`config.mk`:
```
export PLATFORM = sky130hd
export DESIGN_NAME = seq_sort_engine
export DESIGN_NICKNAME = d
export VERILOG_FILES = /design/src/rtl/seq_sort_pkg.sv /design/src/rtl/seq_sort_engine_cmp_swap.sv /design/src/rtl/seq_sort_engine.sv
export SDC_FILE = /design/constraint.sdc
export NUM_CORES = 1
export LEC_CHECK = 0
export ABC_AREA = 1
export BUFFER_PORTS_ARGS = -buffer_cell sky130_fd_sc_hd__buf_2
export CAP_MARGIN = 10
export CORE_AREA = 5 5 198 276
export DETAILED_ROUTE_END_ITERATION = 10
export DIE_AREA = 0 0 203 281
export SLEW_MARGIN = 20
export SYNTH_ARGS = -nofsm -noshare
export SYNTH_HDL_FRONTEND = slang
export SYNTH_SLANG_ARGS = --single-unit
```
`constraint.sdc`:
```
create_clock -name clk -period 7.1 [get_ports clk]
set_input_delay 0 -clock clk [delete_from_list [all_inputs] [get_ports clk]]
set_output_delay 0 -clock clk [all_outputs]
set_load 0.1 [all_outputs]
```
`src/rtl/seq_sort_pkg.sv`:
```
// Shared types and constants for the sequential sort engine.
// sort_cycles gives the fixed length of the bubble-sort phase for an L-word frame.
package seq_sort_pkg;

  typedef enum logic [1:0] {
    LOAD  = 2'd0,
    SORT  = 2'd1,
    DRAIN = 2'd2
  } state_t;

  localparam int WIDTH_DEF = 32;
  localparam int DEPTH_DEF = 8;

  function automatic int sort_cycles(input int l);
    return (l * (l - 1)) / 2;
  endfunction

endpackage

```
`src/rtl/seq_sort_engine_cmp_swap.sv`:
```
// Combinational unsigned compare-exchange: orders a pair into (min, max).
// This is the only comparator in the engine; the sequencer time-shares it.
module cmp_swap #(
  parameter int WIDTH = 32
) (
  input  logic [WIDTH-1:0] a,
  input  logic [WIDTH-1:0] b,
  output logic [WIDTH-1:0] lo,
  output logic [WIDTH-1:0] hi,
  output logic             swap
);

  // Strict compare keeps equal words in place, which makes the sort stable.
  assign swap = (a > b);
  assign lo   = swap ? b : a;
  assign hi   = swap ? a : b;

endmodule

```
`src/rtl/seq_sort_engine.sv`:
```
// Frame buffer plus sequencer: load up to DEPTH words, bubble-sort them in place
// with one shared compare-exchange, then stream the ascending frame out.
module seq_sort_engine
  import seq_sort_pkg::*;
#(
  parameter  int WIDTH = WIDTH_DEF,
  parameter  int DEPTH = DEPTH_DEF,
  localparam int IDX_W = $clog2(DEPTH) + 1
) (
  input  logic             clk,
  input  logic             rst,
  input  logic             in_valid,
  output logic             in_ready,
  input  logic [WIDTH-1:0] in_data,
  input  logic             in_last,
  output logic             out_valid,
  input  logic             out_ready,
  output logic [WIDTH-1:0] out_data,
  output logic             out_last,
  output logic [IDX_W-1:0] out_len,
  output logic             busy
);

  localparam int AW = IDX_W - 1;
  localparam int SW = 2 * IDX_W;
  localparam logic [IDX_W-1:0] ONE       = IDX_W'(1);
  localparam logic [IDX_W-1:0] TWO       = IDX_W'(2);
  localparam logic [IDX_W-1:0] LAST_SLOT = IDX_W'(DEPTH - 1);

  state_t           state, state_nxt;
  logic [IDX_W-1:0] wr, rd, k, j, len;
  logic [WIDTH-1:0] mem [DEPTH];
  logic [WIDTH-1:0] cmp_a, cmp_b, cmp_lo, cmp_hi;
  logic             do_swap;
  logic [AW-1:0]    ja, jb;
  logic             in_fire, out_fire, close, pass_end, sort_done;
  logic [SW-1:0]    sort_cnt;

  assign ja    = j[AW-1:0];
  assign jb    = ja + AW'(1);
  assign cmp_a = mem[ja];
  assign cmp_b = mem[jb];

  cmp_swap #(.WIDTH(WIDTH)) u_cmp (
    .a    (cmp_a),
    .b    (cmp_b),
    .lo   (cmp_lo),
    .hi   (cmp_hi),
    .swap (do_swap)
  );

  assign in_ready  = (state == LOAD);
  assign out_valid = (state == DRAIN);
  assign busy      = (state != LOAD);
  assign out_data  = mem[rd[AW-1:0]];
  assign out_last  = out_valid && (rd == len - ONE);
  assign out_len   = len;

  assign in_fire   = in_valid && in_ready;
  assign out_fire  = out_valid && out_ready;
  // A full buffer closes the frame even without in_last.
  assign close     = in_fire && (in_last || (wr == LAST_SLOT));
  assign pass_end  = (j == len - k - TWO);
  assign sort_done = pass_end && (k == len - TWO);

  always_ff @(posedge clk or posedge rst) begin
    if (rst) state <= LOAD;
    else     state <= state_nxt;
  end

  always_comb begin
    state_nxt = state;
    case (state)
      LOAD:    if (close) state_nxt = (wr == '0) ? DRAIN : SORT;
      SORT:    if (sort_done) state_nxt = DRAIN;
      DRAIN:   if (out_fire && out_last) state_nxt = LOAD;
      default: state_nxt = LOAD;
    endcase
  end

  always_ff @(posedge clk or posedge rst) begin
    if (rst) begin
      wr  <= '0;
      rd  <= '0;
      k   <= '0;
      j   <= '0;
      len <= '0;
    end else begin
      case (state)
        LOAD: begin
          if (in_fire) begin
            if (close) begin
              len <= wr + ONE;
              wr  <= '0;
              rd  <= '0;
              k   <= '0;
              j   <= '0;
            end else begin
              wr <= wr + ONE;
            end
          end
        end
        // Pass k walks j over 0..L-2-k; no early exit keeps latency fixed.
        SORT: begin
          if (pass_end) begin
            j <= '0;
            k <= k + ONE;
          end else begin
            j <= j + ONE;
          end
        end
        DRAIN: begin
          if (out_fire) rd <= out_last ? '0 : rd + ONE;
        end
        default: ;
      endcase
    end
  end

  // Buffer holds data only, so it carries no reset.
  always_ff @(posedge clk) begin
    if (in_fire) begin
      mem[wr[AW-1:0]] <= in_data;
    end else if (state == SORT && do_swap) begin
      mem[ja] <= cmp_lo;
      mem[jb] <= cmp_hi;
    end
  end

  always_ff @(posedge clk or posedge rst) begin
    if (rst)                sort_cnt <= '0;
    else if (state == SORT) sort_cnt <= sort_cnt + SW'(1);
    else                    sort_cnt <= '0;
  end

  always @(posedge clk) begin
    if (!rst && state == SORT && sort_done)
      assert (int'(sort_cnt) + 1 == sort_cycles(int'(len)));
  end

endmodule

```
==> results.md <==
* Synth Instances at 2733
* Clock skew at 12.3 ps
* Reg2reg end: mem[2][10]
* CTS tree: done
* Post-synth top area share at 0.375
* Top cells by area, synth: edfxtp_1 38%, nand2_1 13%, o21ai_0 13%, a21oi_1 5.2%, inv_1 3.3%
* CP Launch Type: register
* Final core occ at 0.433
* Post-layout nets at between 2000 and 3000
* ANT cells at 0
* Vias at approximately 20000
* Worst hold margin at 10.1 ps
* Residual DRC at 0
* Post-synthesis sequential area ratio at 0.402
* DR iter-0 viols at 1941
* Area Growth Syn to Fin at 9.53%
* Seq cells post-synth at 278
* Final min period at 6020 ps
* Vias in the first global route at 19200
* Status: complete, no violations
* MaxCap Viol Count at 0
* First-pass iteration count of the detailed router at 8
* Pin count of the biggest net entering global routing at 265
* Crit path from: j[0]
* Unique masters post-synth at 50
* Min-delay worst type: primary input to register
* Crit path kind: register to register
* FFs w/ async S/R, synth at 0.0791
* Top FF cell, synth: edfxtp_1
* Die Ht at between 200 and 300 um
* ANT nets after route at 0
* Worst skew pair latency at 590 ps
* End point of the critical path: mem[2][10]
* Netlist Area Pre-Place at 0.0205 mm^2
* Critical path arrival at roughly 6300 ps
* Starting Density at 0.395
* # H-tree levels at 1
* Placed cell count at 3308
* Initial antenna violation count at 0
* Fin. max-slew vios at 0
* Post-CTS setup buffers at 0
* Final wirelength at around 73000 um
* RSZ-0062 raised after global routing: no
* Final Hold Vio Count at 0
* # fillers at between 5000 and 6000
* Vias per std cell at 5.83
* IO buf count at 76
* CP Max Fanout at 19
* Boundary Pins at between 70 and 80
* Max Fclk at 166 MHz
* Slew margin rel. at 0.310
* Clock sink total at between 200 and 300
* Tot GR Track Use at 0.250
* Final Non-Filler Cells at 3387
* Share of post-route cells with drive strength above 1 at 0.104
* Die ar. at 0.0570 mm^2
* Core Region at 0.0519 mm^2
* Final TNS setup at 0 ps
* Dpl hpwl at 45600 um
* Max Buffers Root-to-Sink at 3
* EDFF count, synth at roughly 260
* Leading area contributor after synthesis: edfxtp_1
* Worst R2R Setup Slack at 1080 ps
* CTS resizes at 0
* Clk root buf: clkbuf_16
* Worst-case reg-to-reg path depth at 23
* GP Congestion at just over 0.9
* Clock slew at reported path FFs at ~70 ps
* Rows at 99
* Worst r2r src: j[0]
* YS warnings at 0
* Total CTS buffers at 31
* Grt ovf at 0
* Period utilisation layout at 0.847
* Routed WL per cell at ~22 um
* Avg Cell Area, Syn at 7.50 um^2
* Die outline width at 203 um
* WP data required at 7380 ps
* Slew @ Worst Pin at approximately 1000 ps
* Worst Setup End Kind: register
* Synth Net Count at 2815
* Setup violators final at 0
* First-pass GRT wire length at 112000 um
synthesized netlist by cell type (2+ instances only):
cell      instances
a211oi_2         12
a21oi_1         215
a21oi_2          10
a21oi_4          27
a221oi_2          3
a31oi_1          65
buf_1            13
buf_12            2
buf_2            74
buf_4             5
buf_6            11
clkbuf_1         83
clkbuf_2         14
clkinv_1          2
dfrtp_1          22
edfxtp_1        256
ha_1             44
inv_1           182
inv_2             2
mux2i_1           3
nand2_1         736
nand2_2          22
nand3_1          46
nand4_1           8
nand4_4           3
nor2_1          154
nor2_2           15
o211ai_1         65
o21a_1            2
o21ai_0         515
o21ai_1          83
o22ai_1           4
o31ai_1           2
or2_2             3
xnor2_1           8
xor2_1            8
area by class of cell:
type / count / area (um^2) / area share
tap: 656 / 821 / 0.0366
clock buffer: 34 / 787 / 0.0351
sequential: 278 / 8250 / 0.368
inverter: 186 / 701 / 0.0312
multi-input combinational: 2067 / 10600 / 0.473
clock inverter: 23 / 219 / 0.00975
timing repair buffer: 143 / 1040 / 0.0465
registers in the layout, indices dropped and copies added (netlist names):
signal,flops
mem,256
j,4
k,4
out_len,4
rd,4
wr,4
state,2
critical path, stage by stage, from the launching register on:
cell	delay [ps]
dfrtp_4	550
ha_1	230
or2_1	210
nand2_1	130
inv_1	120
nor2_4	580
buf_4	460
nand2_1	70
o21ai_0	100
a211oi_2	100
ha_1	300
nand2_1	70
nor2_2	140
nand3b_2	110
nor3b_4	390
nand2_2	130
nand2_4	180
nand3_4	280
nand2_1	190
inv_1	80
nor2_1	250
nand2_1	110
nand2_2	550
buf_4	330
metrics by stage:
stage                     cell area, um^2  setup slack [ps]
after global routing                22400               859
after detailed placement            21200              1190
after global placement              21200              1310
after floorplan                     20500              2660
final                               22400              1080
after CTS                           22400              1150
what timing repair did:
action | 4_1_cts | 5_1_grt
setup endpoints to repair | 0 | 0
hold buffers | 21 | 0
hold endpoints to repair | 155 | 0
per-layer routing:
layer  wire (um)  up-vias  GRT usage
met3        4970      205     0.0242
met1       28500     9216      0.304
met2       36600      944      0.452
li1            -     9379          -
met5           0        -          0
met4        3220        0      0.106
worst min path at each step:
stage / from / endpoint / cells past startpoint
final: in_data[17] / mem[6][17] / 5
after global routing: in_data[16] / mem[0][16] / 5
after CTS: in_data[16] / mem[0][16] / 5
after detailed placement: rst / state[0] / 2
after global placement: rst / state[0] / 2
after floorplan: rst / j[0] / 1
cells in the final DEF, fill, tap and decap left out, drive strengths merged, types with 22 or more instances in the layout:
cell	Yosys	routed
nor2	170	170
a31oi	65	65
inv	184	185
dfrtp	22	22
nand2	760	760
edfxtp	256	256
clkbuf	97	34
a21oi	252	252
ha	44	44
buf	105	122
nand3	47	47
o21ai	599	599
o211ai	65	65
kinds of logic (layout without fill, tap and decap cells):
kind of cell	after synthesis	in the layout	synth area share
flops	278	278	0.402
mux	3	3	0.00147
xor+xnor	16	16	0.00684
simple gates	996	996	0.197
fa+ha+maj	45	45	0.0278
buf+inv	388	386	0.0830
compound gates	1007	1007	0.282
Power is not shown: default switching activity piles up to over one toggle a cycle in this logic, so the estimate is an artifact.
